<file path="src/rtl/axi_byte_access.sv">
// axi_byte_access: moves one byte per start between the sequencer and memory,
// as a single AR/R or AW/W/B transaction on a 64-bit AXI4-Lite-style master.
module axi_byte_access (
  input  logic        aclk,
  input  logic        aresetn,
  input  logic        start,
  input  logic        write,
  input  logic [31:0] addr,
  input  logic [7:0]  data_write,
  output logic        busy,
  output logic        done,
  output logic [7:0]  data_read,
  input  logic        arready,
  output logic [31:0] araddr,
  output logic        arvalid,
  output logic        rready,
  input  logic [63:0] rdata,
  input  logic [1:0]  rresp,
  input  logic        rvalid,
  input  logic        awready,
  output logic [31:0] awaddr,
  output logic        awvalid,
  input  logic        wready,
  output logic [63:0] wdata,
  output logic [7:0]  wstrb,
  output logic        wvalid,
  output logic        bready,
  input  logic [1:0]  bresp,
  input  logic        bvalid
);

  typedef enum logic [2:0] {
    IDLE    = 3'd0,
    RD_ADDR = 3'd1,
    RD_DATA = 3'd2,
    WR_REQ  = 3'd3,
    WR_RESP = 3'd4
  } state_t;

  state_t      state_r;
  state_t      state_s;
  logic [2:0]  lane_r;
  logic [2:0]  lane_s;
  logic        busy_s;
  logic        done_s;
  logic        arvalid_s;
  logic        rready_s;
  logic        awvalid_s;
  logic        wvalid_s;
  logic        bready_s;
  logic [31:0] araddr_s;
  logic [31:0] awaddr_s;
  logic [63:0] wdata_s;
  logic [7:0]  wstrb_s;
  logic [7:0]  data_read_s;
  logic        ar_hs_s;
  logic        r_hs_s;
  logic        b_hs_s;
  logic        aw_ok_s;
  logic        w_ok_s;
  logic        unused_s;

  assign ar_hs_s = arvalid & arready;
  assign r_hs_s  = rvalid & rready;
  assign b_hs_s  = bvalid & bready;
  // A write channel counts as finished once its valid has dropped or is handshaking now.
  assign aw_ok_s = ~awvalid | awready;
  assign w_ok_s  = ~wvalid | wready;
  // Response codes are deliberately ignored: error responses complete like OKAY.
  assign unused_s = ^{rresp, bresp};

  // State register.
  always_ff @(posedge aclk or negedge aresetn) begin
    if (!aresetn) begin
      state_r <= IDLE;
    end else begin
      state_r <= state_s;
    end
  end

  // Next-state logic.
  always_comb begin
    state_s = state_r;
    case (state_r)
      IDLE: begin
        if (start) begin
          state_s = write ? WR_REQ : RD_ADDR;
        end else begin
          state_s = IDLE;
        end
      end
      RD_ADDR: begin
        if (ar_hs_s) begin
          state_s = RD_DATA;
        end else begin
          state_s = RD_ADDR;
        end
      end
      RD_DATA: begin
        if (r_hs_s) begin
          state_s = IDLE;
        end else begin
          state_s = RD_DATA;
        end
      end
      WR_REQ: begin
        if (aw_ok_s && w_ok_s) begin
          state_s = WR_RESP;
        end else begin
          state_s = WR_REQ;
        end
      end
      WR_RESP: begin
        if (b_hs_s) begin
          state_s = IDLE;
        end else begin
          state_s = WR_RESP;
        end
      end
      default: begin
        state_s = IDLE;
      end
    endcase
  end

  // Next values of the registered outputs, derived from the current and next state.
  always_comb begin
    busy_s      = (state_s != IDLE);
    done_s      = ((state_r == RD_DATA) && r_hs_s) || ((state_r == WR_RESP) && b_hs_s);
    arvalid_s   = (state_s == RD_ADDR);
    rready_s    = (state_s == RD_DATA);
    bready_s    = (state_s == WR_RESP);
    awvalid_s   = 1'b0;
    wvalid_s    = 1'b0;
    lane_s      = lane_r;
    araddr_s    = araddr;
    awaddr_s    = awaddr;
    wdata_s     = wdata;
    wstrb_s     = wstrb;
    data_read_s = data_read;
    case (state_r)
      IDLE: begin
        if (start) begin
          lane_s = addr[2:0];
          if (write) begin
            awaddr_s  = {addr[31:3], 3'b000};
            wdata_s   = {8{data_write}};
            wstrb_s   = 8'b0000_0001 << addr[2:0];
            awvalid_s = 1'b1;
            wvalid_s  = 1'b1;
          end else begin
            araddr_s = {addr[31:3], 3'b000};
          end
        end else begin
          lane_s = lane_r;
        end
      end
      RD_DATA: begin
        if (r_hs_s) begin
          data_read_s = rdata[{lane_r, 3'b000} +: 8];
        end else begin
          data_read_s = data_read;
        end
      end
      WR_REQ: begin
        // Each write valid drops on its own handshake; both clear on leaving WR_REQ.
        if (state_s == WR_REQ) begin
          awvalid_s = awvalid & ~awready;
          wvalid_s  = wvalid & ~wready;
        end else begin
          awvalid_s = 1'b0;
          wvalid_s  = 1'b0;
        end
      end
      default: begin
        lane_s = lane_r;
      end
    endcase
  end

  // Output and lane registers.
  always_ff @(posedge aclk or negedge aresetn) begin
    if (!aresetn) begin
      lane_r    <= 3'd0;
      busy      <= 1'b0;
      done      <= 1'b0;
      arvalid   <= 1'b0;
      rready    <= 1'b0;
      awvalid   <= 1'b0;
      wvalid    <= 1'b0;
      bready    <= 1'b0;
      araddr    <= 32'd0;
      awaddr    <= 32'd0;
      wdata     <= 64'd0;
      wstrb     <= 8'd0;
      data_read <= 8'd0;
    end else begin
      lane_r    <= lane_s;
      busy      <= busy_s;
      done      <= done_s;
      arvalid   <= arvalid_s;
      rready    <= rready_s;
      awvalid   <= awvalid_s;
      wvalid    <= wvalid_s;
      bready    <= bready_s;
      araddr    <= araddr_s;
      awaddr    <= awaddr_s;
      wdata     <= wdata_s;
      wstrb     <= wstrb_s;
      data_read <= data_read_s;
    end
  end

endmodule

</file>
<file path="config.mk">
export PLATFORM = sky130hd
export DESIGN_NAME = axi_byte_access
export DESIGN_NICKNAME = d
export VERILOG_FILES = /design/src/rtl/axi_byte_access.sv
export SDC_FILE = /design/constraint.sdc
export NUM_CORES = 1
export LEC_CHECK = 0
export CORE_ASPECT_RATIO = 1.5
export CORE_MARGIN = 1
export CORE_UTILIZATION = 39
export DETAILED_ROUTE_END_ITERATION = 12
export GPL_TIMING_DRIVEN = 0
export HOLD_SLACK_MARGIN = 0.05
export PLACE_DENSITY = 0.83
export SLEW_MARGIN = 10
export SYNTH_ARGS = -nofsm -noshare
export SYNTH_HDL_FRONTEND = slang
export SYNTH_SLANG_ARGS = --single-unit
</file>
<file path="constraint.sdc">
create_clock -name aclk -period 2.55 [get_ports aclk]
set_clock_uncertainty 0.1 [all_clocks]
set_input_delay 0.3825 -clock aclk [delete_from_list [all_inputs] [get_ports aclk]]
set_output_delay 0.3825 -clock aclk [all_outputs]
set_load 0.02 [all_outputs]
</file>
======== Word-level counts from Yosys, hierarchy flattened ========
Cells that the tools add are included.
word-level totals
  register bits ........................... 151
  bits in latches ......................... 0
  bits in writable memories ............... 0
  memory bits (read-only) ................. 0
  input bits .............................. 117
  output and inout port bits .............. 151
  logic and storage cells ................. 59
  memories ................................ 0
operators by class
  add/sub/neg operators ................... 0
  multiply operators ...................... 0
  divide/modulo/power cells ............... 0
  magnitude comparators ................... 0
  eq/ne operators ......................... 8
  shift-type cells ........................ 2
  mux-type cells .......................... 13
  bitwise logic cells ..................... 12
  reductions and logical operators ........ 10
operators by type and width
  kind                 number
  $shiftx 64x7->8      1
  $pmux 3 s5           1
  $eq 3x2->1 const B   4
  $mux 2               4
  $shl 1x3->8 const A  1
  $eq 3x1->1 const B   2
  $eq 3x3->1 const B   2
  $mux 3               2
  $reduce_and 3->1     2
  $and 1x1->1          5
  $not 1->1            5
  $mux 1               4
  $pmux 1 s2           2
  $reduce_and 2->1     2
  $logic_and 1x1->1    3
  $logic_not 3->1      1
  $reduce_bool 3->1    1
  $or 1x1->1           2
  $logic_or 1x1->1     1

======== Longest topological paths before layout ========
Gate-level depths: netlist (run 1).
  depth after elaboration ................. 8
  gate-level depth with buffers ........... 6
  gate-level depth less buffers ........... 4

======== Worst setup path after synthesis (run 1) ========
Ideal clock, no wire load.
  path kind ............................... register to register
  start point ............................. register state_r[2]
  end point ............................... register araddr[21]
  library setup time ...................... 0.127 ns
  arrival ................................. 1.686 ns
  data required time ...................... 2.323 ns
  setup slack ............................. 0.636 ns
  stages on the path, launching flop included .. 6
  path buffers ............................ 2
  period minus slack after synthesis ...... 1.914 ns
  path through ............................ dfrtp_1 > nor4b_2 > and2b_1 > buf_4 > buf_6 > mux2_1
on the way
  longest elaborated chain between the ends .. 2
ends and longest elaborated chain
  item                        line  RTL
  start, declared             40    state_t state_r;
  start signal, assigned      77    state_r <= state_s;
  $logic_not 3->1             141   case (state_r)
  $reduce_and 3->1 (no line)  n/a
  end signal, assigned        206   araddr <= araddr_s;
  end, declared               14    output logic [31:0] araddr,
No other way between the ends.
A chain may end at the register's enable or synchronous reset.

======== Final worst setup path (run 1) ========
  start point ............................. register state_r[2]
  end point ............................... register araddr[30]
Same word-level chain as after synthesis.

==> results by group, run 1 <==
Run status
  – Status: finished clean

Layout
  – Most common cell after layout, fill and taps aside: clkdlybuf4s50_1
  – P&R area growth vs syn: 66.0%
  – Share of layout cells above drive strength 1: 23.5%
  – Final Util: 67.1%
  – Highest-count cells in the layout ignoring fill and taps: clkdlybuf4s50_1 (254), dfrtp_1 (95), buf_4 (65), mux2_1 (34), mux2_4 (32)
  – N_diodes: 0
  – Nets@finish: 729
  – # fillers: 858
  – Fin area: 7820 sq um

Setup path
  – Critical Path Sink Type: register
  – Reg2Reg Setup Slack: 310 ps
  – Max FO, Critical Path: 10
  – Worst path required time: 2660 ps
  – Crit path launch type: register
  – CP Class: register to register
  – Arr. time, crit path: 2350 ps

Logic synthesis
  – Cell count after synthesis: 339
  – Post-synthesis mux area share: 28.4%
  – XOR/XNOR share of the synthesized area: 0%
  – Largest family of logic cells by synthesized area: multiplexers
  – Post-synthesis sequential area ratio: 50.5%
  – Warnings from Yosys: 0
  – Cell variety after synth: 34
  – Post-Syn Area per Cell: 13.9 sq um
  – Synth Area in Compound Gates: 4.01%
  – Seq cells post-synth: 95
  – Simple-gate share of the synthesized area: 4.54%
  – Post-synthesis adder-cell area fraction: 0%
  – Post-Synthesis Cell Area: 4710 sq um

CTS
  – Root buf cell: clkbuf_16
  – CTS tree: done
  – Resize count post-CTS: 0
  – Clk pin slew, worst setup/hold paths: 70 ps
  – H-tree levels: 3
  – Bufs on Longest Clock Path: 2
  – Worst-skew pair later-pin latency: 340 ps
  – CTS sink count: 95
  – Num CTS Buffers: 9

STA
  – Min Tclk post-route: 2240 ps
  – Least-Margin Pin Slew: 622 ps
  – Unrepaired setup endpoints after global routing: false
  – Setup-failing EPs final: 0
  – Peak Freq: 446 MHz
  – Slew headroom: 58.5%
  – Max Slew Vio Count: 0
  – Hold Vio Cnt, Final: 0
  – Period utilisation layout: 87.9%
  – Hold Slack: 335 ps

Die
  – Row count: 48
  – Num ports: 268
  – Initial Util: 40.4%
  – Die area: 12500 sq um
  – Die X-Extent: 91.7 microns
  – Core area: 11700 sq um
  – Die Ht: 137 microns

Drt
  – Drt wl/cell: 17.0 microns
  – DR iter-0 viols: 72
  – DRT Wirelength: 13000 microns
  – TritonRoute pass-1 iters: 4
  – Post-DRT Antenna Nets: 0
  – # DRC: 0
  – Via count: 3651
  – Vias per cell: 4.76

GRT
  – All-Layer GR Usage: 21.5%
  – Vias in the first global route: 3836
  – Largest net degree at the start of global routing: 56
  – Global route total overflow: 0
  – First-pass GRT wire length: 20600 microns
  – Initial antenna violation count: 0

Placed design
  – Port Buffer Count: 255
  – Post-place instance area: 7490 sq um
  – Hpwl dp: 10500 microns
  – Placer Congestion: 0.737

Power
  – Peak VDD IR: 0.510 mV
  – Power, Total: 10.6 mW
  – Pleak: 3.45 nW
  – Power Dens Cells: 1360 nW/um^2

Flow run
  – Number of max-cap violations: 0

Hold path
  – Worst min path class: input port to register
-- Yosys cell counts --
cell	number	share of area (%)
inv_1	1	0.080
or3_1	1	0.13
nand2_1	16	1.3
a211oi_1	2	0.32
nor4bb_1	1	0.21
o41ai_2	2	0.69
mux2i_1	8	1.7
a41o_1	1	0.21
mux2_1	34	8.1
nand3b_1	2	0.32
o21ai_0	3	0.32
conb_1	1	0.080
and2b_1	1	0.16
clkbuf_1	5	0.40
nor4b_2	1	0.32
mux4_2	16	7.7
nor3b_1	1	0.16
buf_6	5	1.2
buf_2	4	0.43
a2111oi_1	1	0.21
nand3_1	1	0.11
a21oi_1	9	0.96
buf_4	64	10
or3b_1	1	0.19
nor2b_1	4	0.53
a22o_1	1	0.19
nor2_1	11	0.88
buf_1	2	0.16
o21ai_1	3	0.32
dfrtp_1	95	50
nand2b_1	2	0.27
mux2_4	32	10
mux2_2	3	0.72
o31ai_1	5	0.80
-- flip-flops by register name (all words and copies together) (netlist names) --
signal     count
araddr        29
wvalid         1
lane_r         3
awvalid        1
data_read      8
arvalid        1
awaddr        29
wstrb          8
done           1
bready         1
state_r        3
rready         1
busy           1
wdata          8
-- timing repair --
item / CTS / global route
setup buffers: 0 / 0
hold buffers: 1 / 0
hold endpoints to repair: 40 / 0
-- cell families after synthesis --
| family | count (synthesis) |
|---|---|
| buf+inv | 81 |
| other cells | 1 |
| compound gates | 27 |
| simple gates | 42 |
| mux | 93 |
| flops | 95 |
-- critical path, cell delays in order (launching register included) --
cell,delay [ps]
dfrtp_1,470
nor4b_2,600
and2b_1,220
buf_4,200
buf_6,180
mux2_1,340
-- worst paths after layout --
kind	to	depth (start not counted)	from
worst max-delay path	araddr[30]$_DFFE_PN0P_	5	state_r[2]$_DFF_PN0_
max in group asynchronous	data_read[5]$_DFFE_PN0P_	3	aresetn
worst min register to register	wstrb[7]$_DFFE_PN0P_	2	wstrb[7]$_DFFE_PN0P_
min in group asynchronous	awaddr[23]$_DFFE_PN0P_	2	aresetn
worst max register to register	araddr[30]$_DFFE_PN0P_	5	state_r[2]$_DFF_PN0_
worst min-delay path	wstrb[4]$_DFFE_PN0P_	3	addr[2]
-- power by group --
group / switching [mW] / internal (mW)
registers: 0.563 / 2.24
logic: 2.85 / 3.60
clock network: 0.605 / 0.784
-- metal layers --
metal  track usage (%)  vias to the layer above  routed length (microns)
li1                  -                     1680                        -
met2              40.6                      196                     7190
met5                 0                        -                        0
met4              9.11                        0                      350
met3              4.78                       21                      909
met1              22.8                     1754                     4560
-- final cells by class --
type                            count  area, sq um  share of cell area, %
Buffer                             80          583                   7.46
Tap cell                          150          188                   2.40
Multi-Input combinational cell    168         1760                   22.6
Timing Repair Buffer              257         2590                   33.1
Sequential cell                    95         2380                   30.4
Clock inverter                      7         87.6                   1.12
Inverter                            1         3.75                 0.0480
Clock buffer                        9          225                   2.88
-- stage by stage --
step | std cells | setup WS (ps) | setup TNS [ps]
2_1_floorplan | 344 | 636 | 0
3_3_place_gp | 749 | -2330 | -220740
3_5_place_dp | 750 | -40.3 | -142
4_1_cts | 767 | 252 | 0
5_1_grt | 767 | 152 | 0
6_report | 767 | 309 | 0
No activity file was read; power rests on OpenSTA's default activity.
==> run 2: changes to the inputs <==
Settings changed: GPL_TIMING_DRIVEN 0 to not set.
==> run 2 against run 1 <==
Against the previous run:
- sequential power is 2% higher
- utilization is 4.4 points lower
- first-iteration DRC count is 31% lower
- power is 7.3% lower
- register-to-register slack better by 290 ps
- final cell count is 9.4% lower
- non-clock buffer count is 72 lower
- clock power is 3% lower
- sequential share of layout area is 2.1 points higher
- critical path depth is 4 lower
- via count is 8.3% lower
- clock-buffer cell count is 2 higher
- critical endpoint is now wdata[9]
==> results by group, run 2 (synthesis gave the netlist of run 1 again) <==
STA
  – Period utilisation layout: 81.2% (-6.6 points)
  – Min Tclk post-route: 2070 ps (-169 ps)
  – Unrepaired setup endpoints after global routing: false
  – Peak Freq: 483 MHz (+8.2%)
  – Fin worst setup slack: 479 ps (+169 ps)
  – Setup tns final: 0 ps (unchanged)
  – Hold Vio Cnt, Final: 0 (unchanged)
  – Max Slew Vio Count: 0 (unchanged)
  – Least-Margin Pin Slew: 641 ps (+19.1 ps)
  – Slew headroom: 57.2% (-1.3 points)
  – Setup-failing EPs final: 0 (unchanged)

Placed design
  – Port Buffer Count: 257 (+0.78%)
  – Placer Congestion: 0.739 (+0.23%)
  – Hpwl dp: 9270 microns (-11%)
  – Pre-CTS setup slack: 315 ps (+355 ps)

Layout
  – Final Util: 62.7% (-4.4 points)
  – Register Area: 2380 sq um (unchanged)
  – Share of layout cells above drive strength 1: 14.5% (-9.0 points)
  – P&R area growth vs syn: 55.2%
  – Multi-input gate area: 1770 sq um (+0.43%)
  – N_diodes: 0 (unchanged)
  – # fillers: 906 (+5.6%)
  – Nets@finish: 657 (-9.9%)
  – Most common cell after layout, fill and taps aside: clkdlybuf4s50_1
  – Highest-count cells in the layout ignoring fill and taps: clkdlybuf4s50_1 (256), dfrtp_1 (95), mux2_1 (34), mux2_4 (32), mux4_2 (16)
  – Leading registers by flop count: araddr x29, awaddr x29

Power
  – Clock power frac: 13.7% (+0.6 points)
  – NetSw: 3.76 mW (-6.4%)
  – Peak VDD IR: 0.439 mV (-14%)
  – Int Pwr: 6.10 mW (-7.9%)
  – Pleak: 3.12 nW (-9.6%)
  – Reg power frac: 28.9% (+2.6 points)
  – Combinational group share of total power: 57.3% (-3.4 points)
  – Power Dens Cells: 1350 nW/um^2 (-0.88%)
  – Sw Share: 38.1% (+0.37 points)

Die
  – Die X-Extent: 91.7 microns (unchanged)
  – Die area: 12500 sq um (unchanged)
  – Initial Util: 40.4% (unchanged)
  – Num ports: 268 (unchanged)
  – Die Ht: 137 microns (unchanged)
  – Core area: 11700 sq um (unchanged)
  – Row count: 48 (unchanged)

Setup path
  – FF-to-FF Start: state_r[2]$_DFF_PN0_
  – Crit path max-delay cell type: clkdlybuf4s50_1
  – CP startpoint: wdata[57]$_DFFE_PN0P_
  – Crit path launch type: register
  – CP bufs+invs: 1 (-1)
  – Max FO, Critical Path: 9 (-1)
  – Critical Path Sink Type: primary output
  – CP Class: register to primary output
  – Worst path required time: 2070 ps (-590 ps)
  – Slowest stage delay, CP: 720 ps (+120 ps)
  – Top Family by Delay on Critical Path: buffers and inverters
  – Worst path cell trace: clkdlybuf4s50_1
  – Arr. time, crit path: 1590 ps (-760 ps)

Flow run
  – Number of max-cap violations: 0 (unchanged)

GRT
  – Largest net degree at the start of global routing: 58 (+3.6%)
  – First-pass GRT wire length: 18200 microns (-12%)
  – Initial antenna violation count: 0 (unchanged)
  – Global route total overflow: 0 (unchanged)
  – All-Layer GR Usage: 19.2% (-2.3 points)
  – Vias in the first global route: 3519 (-8.3%)

Drt
  – Post-DRT Antenna Nets: 0 (unchanged)
  – Drt wl/cell: 17.1 microns (+0.81%)
  – Via count: 3347 (-8.3%)
  – Vias per cell: 4.82 (+1.2%)
  – TritonRoute pass-1 iters: 4 (unchanged)
  – DR iter-0 viols: 50 (-31%)
  – DRT Wirelength: 11900 microns (-8.7%)
  – # DRC: 0 (unchanged)

CTS
  – CTS sink count: 95 (unchanged)
  – H-tree levels: 3 (unchanged)
  – Num CTS Buffers: 9 (unchanged)
  – Post-CTS Setup Bufs: 0 (unchanged)
  – Worst-skew pair later-pin latency: 330 ps (about the same)
  – Hold-fix buffers, CTS: 1 (unchanged)
  – Resize count post-CTS: 0 (unchanged)
  – Bufs on Longest Clock Path: 2 (unchanged)
  – CTS tree: done
  – Root buf cell: clkbuf_16
  – Clk pin slew, worst setup/hold paths: 60 ps (about the same)

Hold path
  – Hold Path Origin: wstrb[5]$_DFFE_PN0P_
  – Worst min path class: register to register

Run status
  – Status: finished clean
==> run 2: area by class of cell <==
| class | instances | share of cell area (%) |
|---|---|---|
| well taps | 150 | 2.57 |
| inverters | 1 | 0.0514 |
| clock buffers | 11 | 3.46 |
| repair buffers | 265 | 36.4 |
| flip-flops and latches | 95 | 32.5 |
| clock inverters | 5 | 0.771 |
| multi-input cells | 168 | 24.2 |
==> run 2: routing by layer <==
metal  track usage (%)  routed length (microns)
met2              37.4                     6740
met5                 0                        0
met4              6.42                      125
met3              5.44                      946
met1              19.3                     4070
==> run 2: per-stage QoR <==
step	total power [mW]	std cells	area (sq um)	hold slack, ps
2_1_floorplan	6.35	344	4730	-13.1
3_3_place_gp	8.43	678	6990	277
3_5_place_dp	8.59	678	6990	281
4_1_cts	9.99	695	7310	385
5_1_grt	10.4	695	7310	406
6_report	9.86	695	7310	376
==> run 2: final timing paths <==
kind	to	slack (ps)	depth (start not counted)
max in group asynchronous	araddr[22]$_DFFE_PN0P_	1200	3
min in group asynchronous	araddr[29]$_DFFE_PN0P_	460	2
setup / recovery	wdata[9]	480	1
setup reg to reg	araddr[27]$_DFFE_PN0P_	600	5
hold / removal	wstrb[5]$_DFFE_PN0P_	380	2
hold reg to reg	wstrb[5]$_DFFE_PN0P_	380	2
==> run 2: power groups by stage <==
stage	clock (mW)	sequential, mW	combinational (mW)
6_report	1.35	2.85	5.65
5_1_grt	1.45	2.97	5.93
4_1_cts	1.40	2.87	5.73
3_5_place_dp	0	2.88	5.70
3_3_place_gp	0	2.83	5.60
2_1_floorplan	0	3.57	2.78
==> run 3: changes to the inputs <==
Clock period 2.55 ns to 2 ns, I/O delays scaled along.
==> run 3 against run 2 <==
Against the previous run:
- register-to-register slack got worse by 510 ps
- global-route usage increased by 0.057 points
- via count increased by 0.42%
- combinational power increased by 29%
- sequential power increased by 28%
- critical endpoint is now wdata[55]
- largest cell class unchanged
- highest routed layer unchanged
==> results by group, run 3 (synthesis gave the netlist of run 1 again) <==
Drt
  – DRT Wirelength: 12000 microns (+0.80%)
  – Vias per cell: 4.82 (about the same)
  – Drt wl/cell: 17.2 microns (+0.37%)
  – # DRC: 0 (unchanged)
  – Via count: 3361 (+0.42%)
  – TritonRoute pass-1 iters: 4 (unchanged)
  – DR iter-0 viols: 74 (+48%)
  – Post-DRT Antenna Nets: 0 (unchanged)

Power
  – Combinational group share of total power: 57.9% (+0.6 points)
  – Sw Share: 39.0% (+0.90 points)
  – Pleak: 3.17 nW (+1.4%)
  – Power Dens Cells: 1720 nW/um^2 (+27%)
  – NetSw: 4.92 mW (+31%)
  – Clock power frac: 13.1% (-0.6 points)
  – Int Pwr: 7.68 mW (+26%)
  – Peak VDD IR: 0.670 mV (+52%)
  – Reg power frac: 29.0% (about the same)

STA
  – Hold Vio Cnt, Final: 0 (unchanged)
  – Least-Margin Pin Slew: 656 ps (+14.4 ps)
  – Period utilisation layout: 97.3%
  – Slew headroom: 56.3% (-0.96 points)
  – Peak Freq: 514 MHz
  – Setup-failing EPs final: 0 (unchanged)
  – Min Tclk post-route: 1950 ps
  – Unrepaired setup endpoints after global routing: false
  – Hold Slack: 368 ps (-8.24 ps)
  – Fin worst setup slack: 53.4 ps (-425 ps)
  – Max Slew Vio Count: 0 (unchanged)

Flow run
  – Number of max-cap violations: 0 (unchanged)

Setup path
  – CP startpoint: wdata[55]$_DFFE_PN0P_
  – Worst path required time: 1600 ps (-470 ps)
  – Slowest stage delay, CP: 680 ps (-40 ps)
  – Critical Path Sink Type: primary output
  – Max FO, Critical Path: 9 (unchanged)
  – CP bufs+invs: 1 (unchanged)
  – Worst path cell trace: clkdlybuf4s50_1
  – Top Family by Delay on Critical Path: buffers and inverters
  – FF-to-FF Start: state_r[1]$_DFF_PN0_
  – Arr. time, crit path: 1550 ps (-40 ps)
  – Crit path max-delay cell type: clkdlybuf4s50_1
  – CP Class: register to primary output
  – Crit path launch type: register

CTS
  – Bufs on Longest Clock Path: 2 (unchanged)
  – CTS sink count: 95 (unchanged)
  – H-tree levels: 3 (unchanged)
  – Root buf cell: clkbuf_16
  – CTS tree: done
  – Worst-skew pair later-pin latency: 340 ps (about the same)
  – Clk pin slew, worst setup/hold paths: 70 ps (about the same)
  – Num CTS Buffers: 9 (unchanged)

Placed design
  – Post-place instance area: 7030 sq um (+0.68%)
  – Port Buffer Count: 257 (unchanged)
  – Placer Congestion: 0.734 (-0.68%)
  – Hpwl dp: 9390 microns (+1.2%)
  – Placed cells: 681 (+0.44%)
  – Pre-CTS setup slack: -116 ps (-431 ps)

Die
  – Die Ht: 137 microns (unchanged)
  – Num ports: 268 (unchanged)
  – Initial Util: 40.4% (unchanged)
  – Die X-Extent: 91.7 microns (unchanged)
  – Core area: 11700 sq um (unchanged)
  – Row count: 48 (unchanged)
  – Die area: 12500 sq um (unchanged)

Layout
  – Share of layout cells above drive strength 1: 15.1% (+0.65 points)
  – Nets@finish: 660 (+0.46%)
  – Leading registers by flop count: araddr x29, awaddr x29
  – # fillers: 921 (+1.7%)
  – Highest-count cells in the layout ignoring fill and taps: clkdlybuf4s50_1 (253), dfrtp_1 (95), mux2_1 (34), mux2_4 (32), mux4_2 (16)
  – Fin area: 7340 sq um (+0.51%)
  – P&R area growth vs syn: 56.0%
  – N_diodes: 0 (unchanged)
  – Cell Count, Final, Fillers Out: 698 (+0.43%)
  – Most common cell after layout, fill and taps aside: clkdlybuf4s50_1

GRT
  – Vias in the first global route: 3515 (-0.11%)
  – All-Layer GR Usage: 19.2% (+0.057 points)
  – Initial antenna violation count: 0 (unchanged)
  – Global route total overflow: 0 (unchanged)
  – First-pass GRT wire length: 18400 microns (+0.76%)
  – Largest net degree at the start of global routing: 56 (-3.4%)

Run status
  – Status: finished clean

Hold path
  – Worst min path class: input port to asynchronous set/reset pin
[run 3: cell count changes in the layout (fill, tap and decap cells not counted), sizes merged]
cell           previous run  this run
buf                       8        11
bufinv                    1         0
clkbuf                   11         9
clkdlybuf4s50           256       253
clkinvlp                  1         0
dlygate4sd2               0         1
dlymetal6s2s              0         2
inv                       1         5
[run 3: layout make-up]
type / instances / area [sq um] / share of cell area, %
Timing Repair Buffer: 268 / 2710 / 36.9
Sequential cell: 95 / 2380 / 32.4
Multi-Input combinational cell: 168 / 1780 / 24.2
Clock buffer: 9 / 225 / 3.07
Tap cell: 150 / 188 / 2.56
Clock inverter: 7 / 65.1 / 0.886
Inverter: 1 / 3.75 / 0.0511
[run 3: power by group through the flow]
stage	Clock [mW]	Combinational, mW	Sequential (mW)
3_5_place_dp	0	7.35	3.69
5_1_grt	1.78	7.67	3.80
4_1_cts	1.71	7.36	3.66
2_1_floorplan	0	3.55	4.55
3_3_place_gp	0	7.22	3.61
6_report	1.65	7.30	3.65
[run 3: metrics by stage]
| stage | util [%] | TNS [ps] | total power, mW |
|---|---|---|---|
| finish | 63.0 | 0 | 12.6 |
| global route | 63.0 | 0 | 13.2 |
| CTS | 62.9 | 0 | 12.7 |
| detailed placement | 60.4 | -6160 | 11.0 |
| global placement | 60.4 | -3690 | 10.8 |
| floorplan | - | 0 | 8.10 |
[run 3: final timing paths]
path                                          endpoint  slack (ps)  depth (start not counted)
worst min-delay path            awaddr[29]$_DFFE_PN0P_         370                          2
max in group asynchronous        awaddr[4]$_DFFE_PN0P_         810                          3
worst max-delay path                         wdata[55]          50                          1
worst min register to register    wstrb[5]$_DFFE_PN0P_         380                          2
min in group aclk                 wstrb[5]$_DFFE_PN0P_         380                          2
worst max register to register          busy$_DFF_PN0_          90                          4
[run 3: what timing repair did]
action                     in CTS  in global routing
hold buffers                    1                  0
hold endpoints to repair       34                  0
setup buffers                   0                  0
pin swaps                       0                  0
setup endpoints to repair       1                  3
gates resized for setup         1                  3
[run 3: layer usage]
metal  vias to the layer above  GRT usage (%)  share of wire [%]
met3                        18           3.89                6.4
li1                       1531              -                  -
met4                         0           7.99                2.6
met5                         -              0                  0
met1                      1637           20.1                 35
met2                       175           37.1                 56
